<file path="src/rtl/fnn_seq_ctrl_pkg.sv">
// fnn_pkg: shared FSM state encoding and default sizing for the FNN sequencer
package fnn_pkg;

   localparam int DEF_NUM_LAYERS  = 3;
   localparam int DEF_NEURONS     = 10;
   localparam int DEF_NUM_SAMPLES = 750;

   typedef enum logic [2:0] {IDLE, FETCH, LAYER, CLASSIFY, DONE} state_t;

endpackage

</file>
<file path="src/rtl/fnn_seq_ctrl_if.sv">
// fnn_seq_ctrl_if: run control, memory strobes and layer-load bus of the sequencer
interface fnn_seq_ctrl_if
   import fnn_pkg::*;
#(
   parameter int NUM_LAYERS  = DEF_NUM_LAYERS,
   parameter int NEURONS     = DEF_NEURONS,
   parameter int NUM_SAMPLES = DEF_NUM_SAMPLES
);

   localparam int LSW = $clog2(NUM_LAYERS + 1);
   localparam int AW  = $clog2(NUM_SAMPLES);
   localparam int CW  = $clog2(NUM_SAMPLES + 1);

   logic                          start;
   logic                          mem_valid;
   logic                          eq;
   logic                          read_mem_inp;
   logic [LSW-1:0]                sel_layer;
   logic [NUM_LAYERS*NEURONS-1:0] ld_reg;
   logic                          read_mem_label;
   logic [AW-1:0]                 sample_addr;
   logic [CW-1:0]                 correct_cnt;
   logic                          busy;
   logic                          done;

   modport master (
      output start, mem_valid, eq,
      input  read_mem_inp, sel_layer, ld_reg, read_mem_label,
             sample_addr, correct_cnt, busy, done
   );

   modport slave (
      input  start, mem_valid, eq,
      output read_mem_inp, sel_layer, ld_reg, read_mem_label,
             sample_addr, correct_cnt, busy, done
   );

endinterface

</file>
<file path="src/rtl/fnn_seq_ctrl_ld_decoder.sv">
// fnn_ld_decoder: expands (enable, layer index) into one all-ones slice of the load-enable vector
module fnn_ld_decoder #(
   parameter int NUM_LAYERS = 3,
   parameter int NEURONS    = 10,
   parameter int LSW        = 2
) (
   input  logic                          en,
   input  logic [LSW-1:0]                idx,
   output logic [NUM_LAYERS*NEURONS-1:0] ld_reg
);

   for (genvar k = 0; k < NUM_LAYERS; k++) begin : g_slice
      assign ld_reg[k*NEURONS +: NEURONS] = {NEURONS{en && idx == LSW'(k)}};
   end

endmodule

</file>
<file path="src/rtl/fnn_seq_ctrl.sv">
// fnn_seq_ctrl: steps each sample through fetch, every weighted layer and classification
module fnn_seq_ctrl
   import fnn_pkg::*;
#(
   parameter int NUM_LAYERS  = DEF_NUM_LAYERS,
   parameter int NEURONS     = DEF_NEURONS,
   parameter int NUM_SAMPLES = DEF_NUM_SAMPLES
) (
   input logic           clk,
   input logic           rst,
   fnn_seq_ctrl_if.slave bus
);

   localparam int LSW = $clog2(NUM_LAYERS + 1);
   localparam int AW  = $clog2(NUM_SAMPLES);
   localparam int CW  = $clog2(NUM_SAMPLES + 1);

   state_t         state, state_n;
   logic [LSW-1:0] lidx, lidx_n;
   logic [AW-1:0]  addr, addr_n;
   logic [CW-1:0]  cnt, cnt_n;
   logic           ld_en;

   // state and counters, cleared asynchronously so a mid-run reset aborts at once
   always_ff @(posedge clk or posedge rst) begin
      if (rst) begin
         state <= IDLE;
         lidx  <= '0;
         addr  <= '0;
         cnt   <= '0;
      end else begin
         state <= state_n;
         lidx  <= lidx_n;
         addr  <= addr_n;
         cnt   <= cnt_n;
      end
   end

   // next state and counter updates; start only matters when not busy
   always_comb begin
      state_n = state;
      lidx_n  = lidx;
      addr_n  = addr;
      cnt_n   = cnt;
      case (state)
         IDLE, DONE: begin
            if (bus.start) begin
               state_n = FETCH;
               lidx_n  = '0;
               addr_n  = '0;
               cnt_n   = '0;
            end
         end
         FETCH: begin
            if (bus.mem_valid) begin
               state_n = NUM_LAYERS > 1 ? LAYER : CLASSIFY;
               lidx_n  = NUM_LAYERS > 1 ? LSW'(1) : '0;
            end
         end
         LAYER: begin
            lidx_n  = lidx + 1'b1;
            state_n = lidx == LSW'(NUM_LAYERS - 1) ? CLASSIFY : LAYER;
         end
         CLASSIFY: begin
            cnt_n  = cnt + CW'(bus.eq);
            lidx_n = '0;
            if (addr == AW'(NUM_SAMPLES - 1)) begin
               state_n = DONE;
            end else begin
               addr_n  = addr + 1'b1;
               state_n = FETCH;
            end
         end
         default: state_n = IDLE;
      endcase
   end

   assign bus.read_mem_inp   = state == FETCH;
   assign bus.read_mem_label = state == CLASSIFY;
   assign bus.sel_layer      = state == LAYER ? lidx : state == CLASSIFY ? LSW'(NUM_LAYERS) : '0;
   assign bus.sample_addr    = addr;
   assign bus.correct_cnt    = cnt;
   assign bus.busy           = state inside {FETCH, LAYER, CLASSIFY};
   assign bus.done           = state == DONE;
   assign ld_en              = (state == FETCH && bus.mem_valid) || state == LAYER;

   fnn_ld_decoder #(
      .NUM_LAYERS (NUM_LAYERS),
      .NEURONS    (NEURONS),
      .LSW        (LSW)
   ) u_ld_decoder (
      .en     (ld_en),
      .idx    (lidx),
      .ld_reg (bus.ld_reg)
   );

endmodule

</file>
<file path="src/flat_wrapper.sv">
// flat-port wrapper written by rule: the top's interface ports become plain ports
module fnn_seq_ctrl_flat import fnn_pkg::*;
#(
   parameter int NUM_LAYERS  = DEF_NUM_LAYERS,
   parameter int NEURONS     = DEF_NEURONS,
   parameter int NUM_SAMPLES = DEF_NUM_SAMPLES
)
  (clk, rst, bus_start, bus_mem_valid, bus_eq, bus_read_mem_inp, bus_sel_layer, bus_ld_reg, bus_read_mem_label, bus_sample_addr, bus_correct_cnt, bus_busy, bus_done);
  fnn_seq_ctrl_if #(.NUM_LAYERS(NUM_LAYERS), .NEURONS(NEURONS), .NUM_SAMPLES(NUM_SAMPLES)) bus_i ();
  input logic clk;
  input logic rst;
  input wire logic [$bits(bus_i.start)-1:0] bus_start;
  input wire logic [$bits(bus_i.mem_valid)-1:0] bus_mem_valid;
  input wire logic [$bits(bus_i.eq)-1:0] bus_eq;
  output wire logic [$bits(bus_i.read_mem_inp)-1:0] bus_read_mem_inp;
  output wire logic [$bits(bus_i.sel_layer)-1:0] bus_sel_layer;
  output wire logic [$bits(bus_i.ld_reg)-1:0] bus_ld_reg;
  output wire logic [$bits(bus_i.read_mem_label)-1:0] bus_read_mem_label;
  output wire logic [$bits(bus_i.sample_addr)-1:0] bus_sample_addr;
  output wire logic [$bits(bus_i.correct_cnt)-1:0] bus_correct_cnt;
  output wire logic [$bits(bus_i.busy)-1:0] bus_busy;
  output wire logic [$bits(bus_i.done)-1:0] bus_done;
  assign bus_i.start = bus_start;
  assign bus_i.mem_valid = bus_mem_valid;
  assign bus_i.eq = bus_eq;
  assign bus_read_mem_inp = bus_i.read_mem_inp;
  assign bus_sel_layer = bus_i.sel_layer;
  assign bus_ld_reg = bus_i.ld_reg;
  assign bus_read_mem_label = bus_i.read_mem_label;
  assign bus_sample_addr = bus_i.sample_addr;
  assign bus_correct_cnt = bus_i.correct_cnt;
  assign bus_busy = bus_i.busy;
  assign bus_done = bus_i.done;
  fnn_seq_ctrl #(.NUM_LAYERS(NUM_LAYERS), .NEURONS(NEURONS), .NUM_SAMPLES(NUM_SAMPLES)) u_core (.clk(clk), .rst(rst), .bus(bus_i));
endmodule
</file>
<file path="config.mk">
export PLATFORM = sky130hd
export DESIGN_NAME = fnn_seq_ctrl_flat
export DESIGN_NICKNAME = d
export VERILOG_FILES = /design/src/rtl/fnn_seq_ctrl_pkg.sv /design/src/rtl/fnn_seq_ctrl_if.sv /design/src/rtl/fnn_seq_ctrl_ld_decoder.sv /design/src/rtl/fnn_seq_ctrl.sv /design/src/flat_wrapper.sv
export SDC_FILE = /design/constraint.sdc
export NUM_CORES = 1
export LEC_CHECK = 0
export BUFFER_PORTS_ARGS = -buffer_cell sky130_fd_sc_hd__buf_2
export CORE_MARGIN = 5
export CORE_UTILIZATION = 46
export CTS_BUF_LIST = sky130_fd_sc_hd__clkbuf_2
export CTS_CLUSTER_DIAMETER = 50
export CTS_CLUSTER_SIZE = 25
export DETAILED_ROUTE_END_ITERATION = 6
export GPL_TIMING_DRIVEN = 0
export PLACE_DENSITY = 0.79
export SLEW_MARGIN = 20
export SYNTH_ARGS = -nofsm -noshare
export SYNTH_HDL_FRONTEND = slang
export SYNTH_SLANG_ARGS = --single-unit
export TNS_END_PERCENT = 20
</file>
<file path="constraint.sdc">
create_clock -name clk -period 1.45 [get_ports clk]
set_input_delay 0.0725 -clock clk [delete_from_list [all_inputs] [get_ports clk]]
set_output_delay 0.0725 -clock clk [all_outputs]
set_load 0.005 [all_outputs]
</file>
# Word level (Yosys, flattened, before mapping)
# Index checks and enable logic that the tools add are counted.
op_classes:
  addsub: 3
  n_eq_ne: 10
  mux: 14
  reduce_logical: 15
op_table:
  columns: ["cell", "n"]
  rows:
  - ["10-bit case mux with 2 select lines", 2]
  - ["10-bit two-way mux", 2]
  - ["3-bit case mux with 4 select lines", 1]
  - ["10-bit by 1-bit adder with 10-bit output", 1]
  - ["10-bit by 1-bit adder with 10-bit output (second input constant)", 1]
  - ["10-bit equality test (second input constant)", 1]
  - ["3-bit two-way mux", 3]
  - ["2-bit two-way mux", 4]
  - ["2-bit case mux with 4 select lines", 1]
  - ["3-bit by 2-bit equality test with 1-bit output (second input constant)", 2]
  - ["2-bit != test (second input constant)", 3]
  - ["3-bit AND reduction", 2]
  - ["1-bit logical AND", 4]
  - ["2-bit AND reduction", 2]
  - ["4-bit nonzero test", 1]
  - ["3-bit by 1-bit equality test with 1-bit output (second input constant)", 1]
  - ["3-bit equality test (second input constant)", 1]
  - ["3-bit logical NOT", 1]
  - ["3-bit nonzero test", 1]
  - ["2-bit by 1-bit adder with 2-bit output (second input constant)", 1]
  - ["2-bit by 1-bit equality test with 1-bit output (second input constant)", 1]
  - ["2-bit equality test (second input constant)", 1]
  - ["2-bit logical NOT", 1]
  - ["2-bit nonzero test", 1]
  - ["3 further kinds", 3]
totals:
  regBits: 25
  input_bits: 5
  out_inout_bits: 56

# Longest topological paths before layout
# Gate-level depths: netlist of run 1.
logic_depth:
  depth_word: 4
  ltp_mapped: 6
  mapped_depth_nobuf: 6

# Modules after synthesis
# Synthesis of run 1 repeated with hierarchy kept, for this count alone.
hier_totals:
  cells_unflattened: 185
  hier_area_um2: 1702.9
by_module_without_submodules:
  columns: ["mod", "n_inst", "cells_per_inst", "area_per_inst_um2"]
  rows:
  - ["fnn_seq_ctrl", 1, 155, 1470.2]
  - ["fnn_ld_decoder", 1, 30, 232.7]

# Worst setup path before layout of run 1
# OpenSTA, ideal clock, no wires.
synth_path:
  kind: "reg2reg"
  startpoint: "register u_core.state[1]"
  endpoint: "register u_core.addr[9], in the netlist u_core.bus.sample_addr[9]"
  t_arrival_ns: 1.435
  path_slack_ns: -0.111
  path_stages_with_launch: 7
  n_path_buf: 2
  path_cell_list: "dfrtp_1 buf_6 or3b_1 buf_6 nand2_4 o21ai_4 a221o_1"
synth_between:
  elab_chain_cells: 4
  word_cells_on_any_way: 9
synth_rtl:
  columns: ["element", "line", "source"]
  rows:
  - ["from (decl)", "fnn_seq_ctrl.sv:18", "state_t state, state_n;"]
  - ["from (signal assigned)", "fnn_seq_ctrl.sv:32", "state <= state_n;"]
  - ["3-bit equality test or 3-bit logical NOT (tied branches)", "fnn_seq_ctrl.sv:45", "case (state)"]
  - ["2-bit OR reduction", "fnn_seq_ctrl.sv:45", null]
  - ["2-bit != test (no source line) or 2-bit nonzero test (tied branches)", null, null]
  - ["3-bit AND reduction (no source line)", null, null]
  - ["to (signal assigned)", "fnn_seq_ctrl.sv:34", "addr <= addr_n;"]
  - ["to (decl)", "fnn_seq_ctrl.sv:20", "logic [AW-1:0] addr, addr_n;"]
# Parallel ways exist; a longest one is shown, timed or not.
# A chain may end at the register's enable or synchronous reset.

# Final worst setup path of run 1
layout_path:
  startpoint: "register u_core.state[0]"
  endpoint: "output port bus_ld_reg[3]"
layout_between:
  elab_chain_cells: 4
  word_cells_on_any_way: 5
layout_rtl:
  columns: ["element", "line", "source"]
  rows:
  - ["3-bit by 1-bit equality test with 1-bit output", "fnn_seq_ctrl.sv:85", "assign ld_en = (state == FETCH && bus.mem_valid) || state == LAYER;"]
  - ["1-bit logical AND", "fnn_seq_ctrl.sv:85", null]
  - ["1-bit logical OR *", "fnn_seq_ctrl.sv:85", null]
  - ["1-bit logical AND *", "fnn_seq_ctrl_ld_decoder.sv:13", "assign ld_reg[k*NEURONS +: NEURONS] = {NEURONS{en && idx == LSW'(k)}};"]
  - ["to (decl)", "flat_wrapper.sv:17", "output wire logic [$bits(bus_i.ld_reg)-1:0] bus_ld_reg;"]
# Every way passes the cells marked *; elsewhere a longest branch is shown, timed or not.

==> metrics.md, run 1 <==
| Metric | Value |
|---|---|
| Setup Crit Path Kind | `reg -> out` |
| Initial Util | `48.83%` |
| Worst-path clk slew | `0.25 ns` |
| Failing checks | `setup timing` |
| Worst skew pair latency | `0.37 ns` |
| Post-route ant nets | `0` |
| Sequential share of the synthesized area | `37.51%` |
| Status | `finished with violations` |
| Min-Delay Startpoint | `bus_mem_valid` |
| Minimum clock period | `1.821 ns` |
| Max clock buf depth | `2` |
| Final period utilization | `125.6%` |
| Yosys warns | `0` |
| PD cells | `1497 nW/um2` |
| Routed wire per std cell | `14.19 um` |
| Worst slew pin tran | `0.9476 ns` |
| GRT overflow | `0` |
| Most frequent cells in the layout | `buf_2 (54), buf_4 (24), dfrtp_1 (21)` |
| Min-Delay Path Class | `in -> reg` |
| MaxCap Viol Count | `0` |
| Finished Cell Area | `2305 um2` |
| Num CTS Buffers | `3` |
| Nets | `263` |
| TritonCTS sink count | `25` |
| Initial antenna violation count | `0` |
| CTS Root Cell | `clkbuf_2` |
| Rel. slew slack | `36.76%` |
| Worst setup path start | `u_core.state[0]` |
| IO Pins | `61` |
| Initial DRC Count | `73` |
| Post-Place Cell Area | `2026 um2` |
| First-pass GRT wire length | `6768 um` |
| Hold_ws | `0.2150 ns` |
| Synth top area share | `37.51%` |
| Arr. time, crit path | `1.75 ns` |
| Cell row count | `21` |
| Synth top area cells | `dfrtp_1 (38%), buf_4 (12%), ha_1 (5.3%)` |
| Diode count | `0` |
| Avg Cell Area, Syn | `9.423 um2` |
| Layout cells sized above 1 | `53.20%` |
| Die area | `4930 um2` |
| Max Clock Freq | `549.1 MHz` |
| Worst Setup End Kind | `output pin` |
| Total GRT Usage | `16.52%` |
| Distinct cells, synth | `40` |
| Port bufs | `60` |
| Vias in the first global route | `1439` |
| Die X | `70.22 um` |
| Total Wirelength | `4199 um` |
| Worst Slack Setup Final | `-0.3712 ns` |
| Cell taking the most area after synthesis | `dfrtp_1` |
| Flop and latch count out of synthesis | `25` |
| TritonCTS clock tree | `done` |
| H-Tree Level Count | `1` |
| Synthesized netlist cell count | `177` |
| RR Startpoint | `u_core.state[0]` |
| Fillers | `279` |
| Final setup vio count | `47` |
| Vias per cell | `5.196` |
| Area Growth Syn to Fin | `38.18%` |
| Routability cong. | `0.8007` |
| Final hold vios | `0` |
| Final Core Density | `67.47%` |
| Leakage Power | `0.001254 uW` |
| Post-DP HPWL | `2895 um` |
| Largest fanout on the critical path | `5` |
| RSZ-0062 raised after global routing | `true` |
| Clk_skew | `0.01802 ns` |
| Largest net degree at the start of global routing | `26` |
| Core area | `3416 um2` |
| Data required time of the worst path | `1.38 ns` |
| Synthesized Nets | `189` |
| Post-Synthesis Cell Area | `1668 um2` |
| Commonest non-fill, non-tap cell in the layout | `buf_2` |
| Maximum VDD drop | `1.019 mV` |
| DR pass1 iterations | `4` |
| Critical path startpoint category | `register` |
| Chip Height | `70.22 um` |
| Routed via count | `1538` |
| Max Slew Vio Count | `0` |
| Remaining DRCs | `0` |
[registers in the layout, summed over array words and instances, names as in the netlist]
signal / count
u_core.bus.correct_cnt: 10
u_core.bus.sample_addr: 10
u_core.lidx: 2
u_core.state: 3
[where the power goes]
| group | leakage (uW) | switching (uW) | total [uW] | internal, uW |
|---|---|---|---|---|
| Clock | 0.0000126 | 222 | 286 | 64.0 |
| Sequential | 0.000335 | 146 | 963 | 817 |
| Combinational | 0.000907 | 976 | 2200 | 1220 |
[per-layer routing]
metal  share of wire [%]  vias to the layer above  GRT usage (%)
li1                    -                      764              -
met1                  44                      706          20.91
met2                  48                       61          27.81
met3                 6.9                        7          3.443
met4                 1.5                        0          5.745
met5                   0                        -              0
[per-stage QoR]
step                      setup TNS (ns)  total power [uW]  cells  setup slack (ns)
after detailed placement          -9.259              2615    283           -0.2854
after floorplan                  -0.3708              2040    177          -0.09567
after global placement            -7.549              2585    283           -0.2468
after global routing              -17.86              3691    296           -0.4867
after CTS                         -13.96              3306    296           -0.3748
final                             -13.34              3449    296           -0.3712
[logic make-up (layout without fill, tap and decap cells)]
| logic type | count (synthesis) | after routing | synth area share [%] |
|---|---|---|---|
| AO/OA/AOI/OAI | 41 | 41 | 16.36 |
| buffers and inverters | 41 | 113 | 16.80 |
| flip-flops | 25 | 25 | 37.51 |
| adder cells (fa/ha/maj) | 7 | 7 | 5.251 |
| multiplexers | 3 | 3 | 1.801 |
| XOR/XNOR | 1 | 1 | 0.5252 |
| AND/OR/NAND/NOR | 59 | 60 | 21.75 |
[worst paths after layout]
kind / to / slack (ns) / depth (start not counted)
min in group asynchronous: u_core.bus.correct_cnt[7] / 0.42 / 3
hold / removal: u_core.state[1] / 0.22 / 4
max in group asynchronous: u_core.bus.sample_addr[0] / 0.38 / 3
setup reg to reg: u_core.bus.sample_addr[7] / -0.35 / 7
setup / recovery: bus_ld_reg[3] / -0.37 / 6
hold reg to reg: u_core.bus.correct_cnt[4] / 0.53 / 1
[worst max-delay path, cell delays in order (launching register included)]
cell,delay (ns)
dfrtp_2,0.45
buf_6,0.11
nand3b_1,0.14
a21oi_4,0.24
and2_4,0.22
buf_4,0.12
buf_2,0.10
[synthesized netlist by cell type]
cell type,n
and3_1,5
o22ai_1,1
and4_1,4
o21ai_4,1
and2_2,2
nor4_1,2
buf_2,2
ha_1,7
nor2b_1,2
nor3_1,2
o21a_1,3
a221o_1,2
nand3b_4,1
a21oi_1,10
and4bb_2,1
a22o_2,1
xnor2_1,1
o21ai_0,12
nand3_1,8
or3b_1,1
buf_4,27
buf_6,3
inv_2,1
nand2_4,1
nand2b_1,1
a32o_1,1
o221ai_1,1
nor2_1,4
a22o_1,3
dfrtp_1,25
or3_1,1
nand4_1,5
mux2i_1,3
a31oi_1,4
and2_1,4
a211o_1,2
nand3_2,1
nand2_1,12
inv_1,8
nand3b_1,2
[final cells by class]
class / count / area [um2] / area share (%)
buffer: 31 / 264.0 / 11.45
timing repair buffer: 69 / 429.2 / 18.62
tap: 46 / 57.56 / 2.497
clock inverter: 1 / 7.507 / 0.3257
multi-input combinational: 112 / 862.1 / 37.41
clock buffer: 3 / 15.01 / 0.6515
inverter: 9 / 38.79 / 1.683
sequential: 25 / 630.6 / 27.36
[timing repair]
action | in CTS | in global routing
cloned | 1 | 0
endpoints found under the hold margin | 27 | 1
pin swaps | 3 | 6
resized for setup | 34 | 23
hold buffers | 3 | 1
endpoints found under the setup margin | 54 | 57
buffers inserted | 5 | 0
Note: power is estimated with default switching activity, not from simulation.
==> inputs of run 2 (changes only) <==
CORE_ASPECT_RATIO = 0.5   (was default)
==> run 2 against run 1 <==
Effect of this change: the flow still finishes with violations (setup timing); combinational power is 15% higher; cell count is 2.7% higher; core utilization is 4.2 points higher; global-route usage is 1.6 points higher; register-to-register slack worse by 0.06 ns; non-clock buffer count is 1 higher; final area is 7.4% higher; sequential power hardly changed; clock-buffer cell count stayed put; critical endpoint is now u_core.bus.sample_addr[7]; largest cell class is now non-clock buffers.
==> metrics.md, run 2 (same netlist as run 1, synthesis figures left out) <==
| Metric | Value |
|---|---|
| Initial Util | `48.30% (-0.53 points)` |
| IO Pins | `61 (unchanged)` |
| RR Startpoint | `u_core.state[0]` |
| Initial antenna violation count | `0 (unchanged)` |
| Routed via count | `1599 (+4.0%)` |
| Clock power frac | `8.0% (-0.3 points)` |
| Nets | `266 (+1.1%)` |
| Most frequent cells in the layout | `buf_6 (41), buf_2 (34), dfrtp_1 (22)` |
| Arr. time, crit path | `2.14 ns (+0.39 ns)` |
| Remaining DRCs | `0 (unchanged)` |
| DP Cell Count | `288 (+1.8%)` |
| Die area | `5003 um2 (+1.5%)` |
| Max Slew Vio Count | `0 (unchanged)` |
| Chip Height | `52.58 um (-25%)` |
| Worst Slack Setup Final | `-0.4131 ns (-0.04185 ns)` |
| Register-to-Register Path Depth | `7 (unchanged)` |
| TritonCTS clock tree | `done` |
| Status | `finished with violations` |
| Data required time of the worst path | `1.73 ns (+0.35 ns)` |
| Maximum VDD drop | `0.7465 mV (-27%)` |
| Setup Crit Path Kind | `reg -> reg` |
| DR pass1 iterations | `4 (unchanged)` |
| CTS Root Cell | `clkbuf_2` |
| Clk_skew | `0.03331 ns (+0.01529 ns)` |
| Die X | `95.16 um (+36%)` |
| Core area | `3453 um2 (+1.1%)` |
| Leakage Power | `0.001299 uW (+3.6%)` |
| Minimum clock period | `1.863 ns (+0.04185 ns)` |
| Setup TNS | `-15.27 ns (-1.934 ns)` |
| Vias in the first global route | `1419 (-1.4%)` |
| Crit path max-delay cell type | `dfrtp_2` |
| Largest fanout on the critical path | `7 (+2)` |
| Max clock buf depth | `2 (unchanged)` |
| Worst setup path start | `u_core.state[0]` |
| Final Core Density | `71.70% (+4.2 points)` |
| Number of cells on the critical path | `7 (+1)` |
| Sw Pwr | `1486 uW (+11%)` |
| Num CTS Buffers | `3 (unchanged)` |
| Worst slew pin tran | `0.3693 ns (-0.5784 ns)` |
| Reg2reg end | `u_core.bus.sample_addr[7]` |
| MaxCap Viol Count | `0 (unchanged)` |
| Int Power | `2303 uW (+9.4%)` |
| First-pass GRT wire length | `7044 um (+4.1%)` |
| Largest net degree at the start of global routing | `26 (unchanged)` |
| Most frequent CP cell | `buf_6` |
| Worst R2R Setup Slack | `-0.41 ns (-0.06 ns)` |
| Critical path startpoint category | `register` |
| Cells along the critical path | `buf_6, buf_6, or3b_1, buf_6, nand2_4, o21ai_4, a221o_1` |
| Worst Setup End Kind | `register` |
| H-Tree Level Count | `1 (unchanged)` |
| Final period utilization | `128.5% (+2.9 points)` |
| Routability cong. | `0.8522 (+6.4%)` |
| Comb pwr share | `66.6% (+2.8 points)` |
| Failing checks | `setup timing` |
| Total Wirelength | `4777 um (+14%)` |
| Layout cells sized above 1 | `51.38% (-1.8 points)` |
| CP bufs+invs | `3 (unchanged)` |
| Routed wire per std cell | `15.71 um (+11%)` |
| Worst skew pair latency | `0.38 ns (about the same)` |
| Initial DRC Count | `69 (-5.5%)` |
| Sw frac | `39.22% (+0.25 points)` |
| Final setup vio count | `56 (+19%)` |
| Total GRT Usage | `18.16% (+1.6 points)` |
| Crit path max-delay family | `flip-flops` |
| Commonest non-fill, non-tap cell in the layout | `buf_6` |
| RSZ-0062 raised after global routing | `true` |
| TritonCTS sink count | `25 (unchanged)` |
| Area Growth Syn to Fin | `48.46%` |
| Worst-path clk slew | `0.29 ns (+0.04 ns)` |
| Final cell count without fillers | `304 (+2.7%)` |
| CP peak stage delay | `0.52 ns (+0.07 ns)` |
| GRT overflow | `0 (unchanged)` |
| Design Power | `3788 uW (+9.8%)` |
| PD cells | `1530 nW/um2 (+2.2%)` |
| Port bufs | `60 (unchanged)` |
| Final hold vios | `0 (unchanged)` |
| Min-Delay Path Class | `in -> reg` |
| Diode count | `0 (unchanged)` |
| Post-DP HPWL | `2885 um (-0.37%)` |
| Cell row count | `15 (-29%)` |
| CP Capture Point | `u_core.bus.sample_addr[7]` |
| Post-route ant nets | `0 (unchanged)` |
| Rel. slew slack | `75.23% (+38 points)` |
| Reg power frac | `25.4% (-2.5 points)` |
| Vias per cell | `5.260 (+1.2%)` |
| Max Clock Freq | `536.7 MHz (-2.2%)` |
## run 2: cell type report
cell class	count	area, um2
fill	255	977.2
multi-input combinational	114	854.6
sequential	25	629.4
timing repair buffer	70	568.0
buffer	31	294.0
tap	51	63.81
inverter	9	43.79
clock buffer	3	15.01
clock inverter	1	7.507
## run 2: power by group through the flow
stage / logic (uW) / registers [uW] / clock network [uW]
4_1_cts: 2180 / 940 / 306
5_1_grt: 2720 / 990 / 342
3_5_place_dp: 1670 / 967 / 0
3_3_place_gp: 1610 / 959 / 0
2_1_floorplan: 1090 / 948 / 0
6_report: 2520 / 963 / 303
## run 2: worst reg2reg max path: cells and delay by family, from the launching register on
family,cells,cell delay [ns]
buffers and inverters,3,0.39
AND/OR/NAND/NOR,2,0.42
AO/OA/AOI/OAI,2,0.41
flip-flops,1,0.52
## run 2: layer usage
layer	vias to the layer above	global-route usage, %	routed length (um)	part of all wire, %
met5	-	0	0	0
met2	66	30.36	2265	47
met3	2	4.591	414	8.7
met1	765	23.62	2081	44
li1	766	-	-	-
met4	0	4.545	17	0.36
## run 2: worst min path at each step
stage | start | end | cells past startpoint
2_1_floorplan | rst | u_core.bus.correct_cnt[0] | 1
3_3_place_gp | bus_start | u_core.state[2] | 2
3_5_place_dp | bus_start | u_core.state[2] | 2
4_1_cts | bus_eq | u_core.bus.correct_cnt[0] | 3
5_1_grt | bus_eq | u_core.bus.correct_cnt[0] | 3
6_report | bus_eq | u_core.bus.correct_cnt[0] | 3
## run 2: stage by stage
step | setup WS (ns) | hold WS, ns | cell area, um2
3_5_place_dp | -0.2860 | 0.3071 | 2032
4_1_cts | -0.4261 | 0.03244 | 2308
2_1_floorplan | -0.09567 | 0.09982 | 1668
5_1_grt | -0.5123 | 0.04875 | 2476
6_report | -0.4131 | 0.04166 | 2476
3_3_place_gp | -0.2163 | 0.2937 | 2032
## run 2: repair_timing
action / 4_1_cts / 5_1_grt
gates cloned: 3 / 0
hold endpoints to repair: 27 / 0
pin swaps: 10 / 13
resized for setup: 47 / 41
endpoints found under the setup margin: 53 / 60
hold buffers: 3 / 0
setup buffers: 5 / 1
